`config.mk`:
```
export PLATFORM = sky130hd
export DESIGN_NAME = usb_ep_bridge
export DESIGN_NICKNAME = d
export VERILOG_FILES = /design/src/rtl/usb_ep_pkg.sv /design/src/rtl/usb_ep_buf2.sv /design/src/rtl/usb_ep_bridge.sv
export SDC_FILE = /design/constraint.sdc
export NUM_CORES = 1
export LEC_CHECK = 0
export CAP_MARGIN = 10
export CORE_MARGIN = 10
export CORE_UTILIZATION = 49
export DETAILED_ROUTE_END_ITERATION = 7
export GPL_ROUTABILITY_DRIVEN = 0
export MAX_ROUTING_LAYER = met4
export PLACE_DENSITY_LB_ADDON = 0.3
export SLEW_MARGIN = 0
export SYNTH_ARGS = -nofsm -noshare
export SYNTH_HDL_FRONTEND = slang
export SYNTH_HIERARCHICAL = 1
export SYNTH_SLANG_ARGS = --single-unit
```
`constraint.sdc`:
```
create_clock -name clk_i -period 1.75 [get_ports clk_i]
set_input_delay 0.525 -clock clk_i [delete_from_list [all_inputs] [get_ports clk_i]]
set_output_delay 0.525 -clock clk_i [all_outputs]
set_load 0.02 [all_outputs]
```
`src/rtl/usb_ep_pkg.sv`:
```
// Shared types and sizes for the USB endpoint bridges.
package usb_ep_pkg;

    localparam int BYTE_W    = 8;
    localparam int BUF_DEPTH = 2;
    localparam int BUF_CNT_W = 2;

    localparam logic [BUF_CNT_W-1:0] BUF_FULL = 2'd2;

    typedef enum logic [1:0] {
        IDLE = 2'd0,
        RD   = 2'd1,
        CAP  = 2'd2
    } rd_state_e;

endpackage

```
`src/rtl/usb_ep_buf2.sv`:
```
// Two-entry synchronous byte FIFO with occupancy count; head is visible without a pop.
module usb_ep_buf2
    import usb_ep_pkg::*;
(
    input  logic                 clk_i,
    input  logic                 rst_i,
    input  logic                 push_i,
    input  logic                 pop_i,
    input  logic [BYTE_W-1:0]    din_i,
    output logic [BYTE_W-1:0]    dout_o,
    output logic [BUF_CNT_W-1:0] count_o
);

    logic [BYTE_W-1:0]    mem_q [BUF_DEPTH];
    logic [BYTE_W-1:0]    mem_d [BUF_DEPTH];
    logic                 wr_ptr_q, wr_ptr_d;
    logic                 rd_ptr_q, rd_ptr_d;
    logic [BUF_CNT_W-1:0] count_q, count_d;
    logic                 push_ok_s;
    logic                 pop_ok_s;

    // Requests that would overflow or underflow are dropped here as a backstop.
    always_comb begin
        push_ok_s = push_i && (count_q != BUF_FULL);
        pop_ok_s  = pop_i && (count_q != 2'd0);
        mem_d     = mem_q;
        wr_ptr_d  = wr_ptr_q;
        rd_ptr_d  = rd_ptr_q;
        count_d   = count_q;
        if (push_ok_s) begin
            mem_d[wr_ptr_q] = din_i;
            wr_ptr_d        = ~wr_ptr_q;
        end else begin
            wr_ptr_d = wr_ptr_q;
        end
        if (pop_ok_s) begin
            rd_ptr_d = ~rd_ptr_q;
        end else begin
            rd_ptr_d = rd_ptr_q;
        end
        case ({push_ok_s, pop_ok_s})
            2'b10:   count_d = count_q + 2'd1;
            2'b01:   count_d = count_q - 2'd1;
            default: count_d = count_q;
        endcase
    end

    always_ff @(posedge clk_i or negedge rst_i) begin
        if (!rst_i) begin
            mem_q    <= '{default: '0};
            wr_ptr_q <= 1'b0;
            rd_ptr_q <= 1'b0;
            count_q  <= 2'd0;
        end else begin
            mem_q    <= mem_d;
            wr_ptr_q <= wr_ptr_d;
            rd_ptr_q <= rd_ptr_d;
            count_q  <= count_d;
        end
    end

    assign dout_o  = mem_q[rd_ptr_q];
    assign count_o = count_q;

endmodule

```
`src/rtl/usb_ep_bridge.sv`:
```
// Bridges usb1_top EP2 (OUT) / EP1 (IN) FIFOs to valid/ready byte streams,
// with an internal EP2->EP1 loopback and byte counters.
module usb_ep_bridge
    import usb_ep_pkg::*;
#(
    parameter int CNT_W = 16
) (
    input  logic             clk_i,
    input  logic             rst_i,
    input  logic             loop_i,
    input  logic [7:0]       ep2_dout_i,
    input  logic             ep2_empty_i,
    output logic             ep2_re_o,
    output logic [7:0]       ep1_din_o,
    output logic             ep1_we_o,
    input  logic             ep1_full_i,
    output logic [7:0]       rx_data_o,
    output logic             rx_valid_o,
    input  logic             rx_ready_i,
    input  logic [7:0]       tx_data_i,
    input  logic             tx_valid_i,
    output logic             tx_ready_o,
    output logic [CNT_W-1:0] rx_count_o,
    output logic [CNT_W-1:0] tx_count_o,
    output logic [7:0]       led_o
);

    localparam logic [CNT_W-1:0] CNT_ONE = {{(CNT_W-1){1'b0}}, 1'b1};

    rd_state_e            state_q, state_d;
    logic                 ep2_re_q, ep2_re_d;
    logic [CNT_W-1:0]     rx_count_q, rx_count_d;
    logic [7:0]           led_q, led_d;
    logic [7:0]           ep1_din_q, ep1_din_d;
    logic                 ep1_we_q, ep1_we_d;
    logic [CNT_W-1:0]     tx_count_q, tx_count_d;
    logic                 wr_open_q, wr_open_d;
    logic                 cap_s;
    logic                 pop_s;
    logic                 tx_acc_s;
    logic                 loop_pop_s;
    logic [BYTE_W-1:0]    buf_head_s;
    logic [BUF_CNT_W-1:0] buf_count_s;

    usb_ep_buf2 u_buf (
        .clk_i   (clk_i),
        .rst_i   (rst_i),
        .push_i  (cap_s),
        .pop_i   (pop_s),
        .din_i   (ep2_dout_i),
        .dout_o  (buf_head_s),
        .count_o (buf_count_s)
    );

    // Only one read is ever in flight, so free space checked in IDLE still exists at CAP.
    always_comb begin
        state_d  = state_q;
        ep2_re_d = 1'b0;
        cap_s    = 1'b0;
        case (state_q)
            IDLE: begin
                if (!ep2_empty_i && (buf_count_s < BUF_FULL)) begin
                    state_d  = RD;
                    ep2_re_d = 1'b1;
                end else begin
                    state_d = IDLE;
                end
            end
            RD:      state_d = CAP;
            CAP: begin
                cap_s   = 1'b1;
                state_d = IDLE;
            end
            default: state_d = IDLE;
        endcase
    end

    assign rx_valid_o = (buf_count_s != 2'd0) && !loop_i;
    assign rx_data_o  = buf_head_s;
    // wr_open_q stays low through the strobe cycle and one more to ride out EP1 full-flag lag.
    assign tx_ready_o = !loop_i && !ep1_full_i && wr_open_q;
    assign tx_acc_s   = tx_valid_i && tx_ready_o;
    assign loop_pop_s = loop_i && (buf_count_s != 2'd0) && !ep1_full_i && wr_open_q;
    assign pop_s      = (rx_valid_o && rx_ready_i) || loop_pop_s;

    always_comb begin
        ep1_din_d  = ep1_din_q;
        ep1_we_d   = 1'b0;
        tx_count_d = tx_count_q;
        rx_count_d = rx_count_q;
        led_d      = led_q;
        wr_open_d  = !(tx_acc_s || loop_pop_s) && !ep1_we_q;
        if (tx_acc_s) begin
            ep1_din_d  = tx_data_i;
            ep1_we_d   = 1'b1;
            tx_count_d = tx_count_q + CNT_ONE;
        end else if (loop_pop_s) begin
            ep1_din_d  = buf_head_s;
            ep1_we_d   = 1'b1;
            tx_count_d = tx_count_q + CNT_ONE;
        end else begin
            ep1_din_d = ep1_din_q;
        end
        if (cap_s) begin
            rx_count_d = rx_count_q + CNT_ONE;
            led_d      = ep2_dout_i;
        end else begin
            led_d = led_q;
        end
    end

    always_ff @(posedge clk_i or negedge rst_i) begin
        if (!rst_i) begin
            state_q    <= IDLE;
            ep2_re_q   <= 1'b0;
            rx_count_q <= '0;
            led_q      <= 8'h00;
            ep1_din_q  <= 8'h00;
            ep1_we_q   <= 1'b0;
            tx_count_q <= '0;
            wr_open_q  <= 1'b0;
        end else begin
            state_q    <= state_d;
            ep2_re_q   <= ep2_re_d;
            rx_count_q <= rx_count_d;
            led_q      <= led_d;
            ep1_din_q  <= ep1_din_d;
            ep1_we_q   <= ep1_we_d;
            tx_count_q <= tx_count_d;
            wr_open_q  <= wr_open_d;
        end
    end

    assign ep2_re_o   = ep2_re_q;
    assign ep1_din_o  = ep1_din_q;
    assign ep1_we_o   = ep1_we_q;
    assign rx_count_o = rx_count_q;
    assign tx_count_o = tx_count_q;
    assign led_o      = led_q;

endmodule

```
# Yosys cells after proc, flatten, opt, wreduce, memory -nomap -nowiden
# Index checks and enable logic that the tools add are counted.
# totals
reg_bits	73
latchBits	0
mem_bits_rw	0
rom_bits	0
input_bits	23
out_inout_bits	60
wordCells	72
n_memories	0
# op_classes
add_sub_neg	4
n_mul	0
n_div	0
magnitude_cmp	4
eq_ne	5
n_shift	0
mux	18
bitwise	4
reduce_logical	24
# ops
cell	count
two-way mux 8 bit	6
adder 16 x 1 -> 16 bit, second input constant	2
two-way mux 16 bit	2
bitwise mux 16 bit	1
logical AND 1 bit	13
demux 8 bit (select 1 bit)	1
case mux 2 bit (2 select lines)	2
two-way mux 1 bit	6
nonzero test 2 bit	3
logical NOT 1 bit	5
equality test 2 x 1 -> 1 bit, second input constant	2
equality test 2 bit, second input constant	2
greater-or-equal comparator 2 bit, second input constant	2
NOT 1 -> 2 bit	2
adder 2 x 1 -> 2 bit, second input constant	1
logical NOT 2 bit	1
logical OR 1 bit	2
less-than comparator 2 x 1 -> 1 bit, second input constant	1
less-than comparator 2 bit, second input constant	1
!= test 2 bit, second input constant	1
NOT 1 bit	2
subtractor 2 x 1 -> 2 bit, second input constant	1

# Logic depth before layout (Yosys ltp)
# depth
word_depth	8
depth_mapped	8
ltp_nobuf	8

# Modules after synthesis
# Netlist, hierarchy kept.
# modules_own_cells
mod	n_inst	cells_per_inst	area_per_inst_um2	seq_area_each_um2
usb_ep_bridge	1	186	2326.0	1326.3
usb_ep_buf2	1	59	964.7	500.5

# Worst setup path before layout
# OpenSTA, ideal clock, no wires.
# synth_timing
kind	input port to flip-flop
startpoint	in ep1_full_i
endpoint	reg u_buf.count_q[1], in the netlist u_buf/count_o[1]
setup_time_ns	0.080
t_arrival_ns	1.676
setup_slack_ns	-0.006
cell_stages	7
n_path_buf	0
path_cell_list	nand2b_4 > mux2_2 > nor2_1 > o21a_2 > ha_1 > nor2_1 > xor2_1
# synth_between
elab_chain_len	7
word_cells_on_any_way	9
classes_between	2 x eq/ne; 1 x mux; 6 x reduce/logical
# synth_rtl
item	line	rtl
from (decl)	usb_ep_bridge.sv:16	input logic ep1_full_i,
logical NOT 1 bit *	usb_ep_bridge.sv:83	assign loop_pop_s = loop_i && (buf_count_s != 2'd0) && !ep1_full_i && wr_open_q;
logical AND 1 bit * (2 in series)	usb_ep_bridge.sv:83	
logical OR 1 bit *	usb_ep_bridge.sv:84	assign pop_s = (rx_valid_o && rx_ready_i) || loop_pop_s;
net pop_s	usb_ep_bridge.sv:39	logic pop_s;
logical AND 1 bit *	usb_ep_buf2.sv:25	pop_ok_s = pop_i && (count_q != 2'd0);
net u_buf.pop_ok_s	usb_ep_buf2.sv:20	logic pop_ok_s;
equality test 2 x 1 -> 1 bit or equality test 2 bit (tied branches)	usb_ep_buf2.sv:41	case ({push_ok_s, pop_ok_s})
case mux 2 bit (2 select lines) or nonzero test 2 bit (tied branches)	-	
to (signal assigned)	usb_ep_buf2.sv:58	count_q <= count_d;
to (decl)	usb_ep_buf2.sv:18	logic [BUF_CNT_W-1:0] count_q, count_d;
# The timed path passes the listed nets; every way through them passes the cells marked *.
# A chain may end at the register's enable or synchronous reset.

# Final worst setup path
# layout_timing
startpoint	reg u_buf.rd_ptr_q
endpoint	out rx_data_o[0]
# layout_between
elab_chain_len	4
# layout_rtl
item	line	rtl
from (decl)	usb_ep_buf2.sv:17	logic rd_ptr_q, rd_ptr_d;
from (signal assigned)	usb_ep_buf2.sv:57	rd_ptr_q <= rd_ptr_d;
NOT 1 -> 2 bit (not written as such)	usb_ep_buf2.sv:62	assign dout_o = mem_q[rd_ptr_q];
two-way mux 8 bit (not written as such) (3 in series)	usb_ep_buf2.sv:62	
to (decl)	usb_ep_bridge.sv:17	output logic [7:0] rx_data_o,
# Every way passes these cells. The select of a mux whose other input is x is not followed.

==> results.md <==
| Stage | Metric | This run |
| --- | --- | --- |
| timing | Number of max-slew violations in the final report | 0 |
| cts | Clock tree from TritonCTS | done |
| cts | Maximum number of buffers from clock root to sink | 2 |
| global routing | Remaining global-route overflow | 0 |
| route | Routed vias | 2322 |
| finish | Post-Route Utilization | 0.717 |
| global routing | GRT met2 Usage | 0.263 |
| worst setup path | WP data arrival | 1390 ps |
| route | DRC Markers | 0 |
| route | Final routed wire length divided by cell count | 18.1 um |
| run status | Run status | finished, violations left |
| global routing | Largest net degree at the start of global routing | 28 |
| worst setup path | FF-to-FF Start | wr_open_q |
| yosys | Post-synthesis average cell area | 13.4 um^2 |
| global routing | Global-route wire length before repair | 13000 um |
| worst setup path | Highest net fanout along the worst path | 5 |
| global routing | Layer with the highest usage | met2 |
| finish | Fraction of final layout cells with drive strength greater than 1 | 0.295 |
| timing | Setup slack of the critical path after layout | -162 ps |
| yosys | Count of state elements after synthesis | 73 |
| die | DIE WIDTH | 102 um |
| cts | H-tree levels | 3 |
| pwr | Int Power | 4.91 mW |
| pwr | Reported net switching power | 2.78 mW |
| cts | Clock transition at the register clock pins on the worst setup and hold paths after CTS | 90 ps |
| pwr | Sequential Power Share | 0.347 |
| route | Initial detailed-routing violation count | 65 |
| worst setup path | Delay contributed by the slowest stage of the critical path | 440 ps |
| yosys | Count of mapped cells out of synthesis | 245 |
| timing | Final min period | 1910 ps |
| cts | Clock insertion delay at the later pin of the skew report | 360 ps |
| finish | Final Non-Filler Cells | 436 |
| run | Max-cap violation count | 0 |
| worst setup path | List of cells traversed by the critical path | buf_12 -> mux2_4 -> buf_6 |
| yosys | Synthesized Nets | 271 |
| cts | Number of clock sinks seen by CTS | 73 |
| worst setup path | Critical Path Start Type | register |
| yosys | Synth cell types | 33 |
| timing | Aggregate negative setup slack | -1240 ps |
| route | Average via count per standard cell | 5.33 |
| die | DIE AREA | 10400 um^2 |
| cts | Cell at the root of the clock tree | clkbuf_8 |
| placement | Number of cells after detailed placement | 415 |
| run status | Failing checks | setup timing |
| worst setup path | Endpoint of the worst-slack reg-to-reg timing path | u_buf/count_o[1] |
| timing | Final hold violation count | 0 |
| route | DRT Wirelength | 7880 um |
| timing | Worst-margin pin slew | 485 ps |
| timing | Clock Skew | 12.2 ps |
| yosys | Warnings from Yosys | 6 |
| timing | Unrepaired setup endpoints after global routing | yes |
| route | Drt first pass iters | 4 |
| yosys | Netlist area before placement | 3290 um^2 |
| worst setup path | Endpoint kind of the worst setup timing path | output port |
| worst setup path | Data required, critical path | 1220 ps |
| worst setup path | Critical path class | reg2out |
| pwr | Worst-case vdd ir drop | 1.05 mV |
| pwr | Final total power | 7.69 mW |
| worst setup path | Standard cell with the maximum stage delay on the critical path | dfrtp_2 |
| global routing | Initial antenna violation count | 0 |
| pwr | Switching Share | 0.362 |
| worst setup path | FF-to-FF setup slack | 70 ps |
| finish | Relative area change from synthesis to final layout | 40.0% |
| finish | Fin nets | 380 |
| pwr | Portion of total power attributed to combinational logic | 0.469 |
| worst hold path | Hold crit path type | in2async |
| die | Initial cell density of the core | 0.512 |
| pwr | Pleak | 2.22 nW |
| yosys | Proportion of synthesized chip area in sequential cells | 0.555 |
| worst setup path | R2r worst-path depth | 9 |
| die | Die Y | 102 um |
| timing | Worst slew margin relative to its limit | 0.675 |
| route | Antenna Violating Nets Remaining | 0 |
| die | Total number of placement rows | 29 |
| die | Core footprint | 6420 um^2 |
| worst setup path | CP delay by family, top | flip-flops |
| finish | Number of inserted diodes | 0 |
| cts | Total CTS buffers | 9 |
| cts | Number of hold buffers added after cts | 0 |
| placement | Count of buffers inserted at the top-level ports | 82 |
| global routing | Global-route total usage across every layer | 0.164 |
| timing | Count of final setup violators | 8 |
| timing | Fmax | 523 MHz |
| global routing | Number of global-route vias before repair | 2619 |
| global routing | Global Route met1 Usage | 0.190 |
| pwr | Power density cells | 1670 nW/um^2 |
| placement | Post-DP HPWL | 5840 um |
| pwr | Relative contribution of the clock network to total power | 0.184 |
| timing | Post-route clock period utilization | 1.09 |
| worst setup path | Number of buffer and inverter instances along the worst setup path | 2 |
| die | I/O pin cnt | 83 |
| global routing | Global routing met3 resource utilization | 0.0405 |
## cells in the final DEF (no fill, tap or decap), drive strengths merged, types with 5 or more instances in the layout
| master | count |
|---|---|
| a21oi | 8 |
| and3 | 5 |
| nand4 | 11 |
| mux2 | 35 |
| nand2 | 8 |
| clkdlybuf4s50 | 18 |
| dlygate4sd2 | 50 |
| xnor2 | 26 |
| clkbuf | 13 |
| buf | 37 |
| nand3 | 8 |
| xor2 | 9 |
| nor2 | 17 |
| mux2i | 8 |
| dfrtp | 73 |
## registers in the layout, summed over array words and instances (netlist names)
name	count
u_buf/count_o	2
state_q	2
ep2_re_o	1
u_buf/rd_ptr_q	1
ep1_we_o	1
rx_count_o	16
tx_count_o	16
led_o	8
u_buf/mem_q	16
ep1_din_o	8
u_buf/wr_ptr_q	1
wr_open_q	1
## worst max-delay path by stage
| stage | cells after the start | slack, ps | start | endpoint |
|---|---|---|---|---|
| after floorplan | 8 | 10 | ep1_full_i | u_buf/count_o[1] |
| after global routing | 3 | -200 | u_buf/rd_ptr_q | rx_data_o[0] |
| after detailed placement | 3 | -610 | loop_i | rx_valid_o |
| after CTS | 3 | -180 | u_buf/rd_ptr_q | rx_data_o[0] |
| after global placement | 4 | -560 | ep1_full_i | tx_ready_o |
| final | 3 | -160 | u_buf/rd_ptr_q | rx_data_o[0] |
## layer usage
layer	part of all wire	vias up	wire [um]
li1	-	1066	-
met1	0.43	1176	3390
met2	0.50	67	3930
met3	0.059	13	465
met4	0.012	0	97
met5	0	-	0
## logic make-up after synthesis
family,share of synthesized area
DFF,0.555
and+or+nand+nor,0.137
muxes,0.162
xor gates and xnor gates,0.0932
buffers and inverters,0.0251
AOI/OAI and AO/OA,0.0160
adders and majority gates,0.0114
## Yosys cell counts
cell	number	area (um^2)
a21oi_2	1	8.76
buf_6	4	45.0
buf_2	5	25.0
nor3b_4	1	18.8
and4_1	4	35.0
mux2_2	11	124
nor3b_1	1	7.51
xor2_1	9	78.8
and2_1	4	25.0
and3b_1	1	8.76
and4b_1	1	10.0
dfrtp_1	73	1830
inv_1	2	7.51
nor3_2	1	10.0
and3_4	1	11.3
a21oi_1	7	35.0
nand4_1	11	68.8
nand3_1	8	40.0
nor2_1	17	63.8
nor2b_1	1	6.26
o21a_2	1	8.76
and2b_1	1	7.51
mux2_1	8	90.1
nand2b_4	2	27.5
clkbuf_2	1	5.00
mux2_4	16	240
mux2i_1	8	80.1
xnor2_1	26	228
ha_1	3	37.5
nand2_1	8	30.0
nor4_4	2	42.5
and3_1	4	25.0
nor4_1	2	12.5
## power by group through the flow
stage | Sequential (mW) | Combinational (mW) | Clock (mW)
floorplan | 3.05 | 1.63 | 0
global placement | 2.69 | 3.42 | 0
detailed placement | 2.72 | 3.52 | 0
CTS | 2.66 | 3.56 | 1.44
global route | 2.76 | 3.87 | 1.51
finish | 2.67 | 3.61 | 1.41
## final cells by class
cell class / count / area (um^2)
sequential: 73 / 1830
fill: 483 / 1820
multi-input combinational: 160 / 1440
timing repair buffer: 108 / 1020
clock buffer: 12 / 165
tap: 77 / 96.3
clock inverter: 4 / 50.0
inverter: 2 / 7.51
## per-stage QoR
step / hold slack [ps] / cell area, um^2 / setup slack (ps)
global route: 79.7 / 4610 / -196
floorplan: 229 / 3310 / 9.63
detailed placement: 426 / 4350 / -614
finish: 61.9 / 4610 / -162
global placement: 414 / 4350 / -562
CTS: 68.2 / 4580 / -179
## what timing repair did
item | 4_1_cts | 5_1_grt
endpoints found under the setup margin | 83 | 10
resized for setup | 126 | 10
buffers inserted | 4 | 1
pin swaps | 2 | 1
Note: power is estimated with default switching activity, not from simulation.
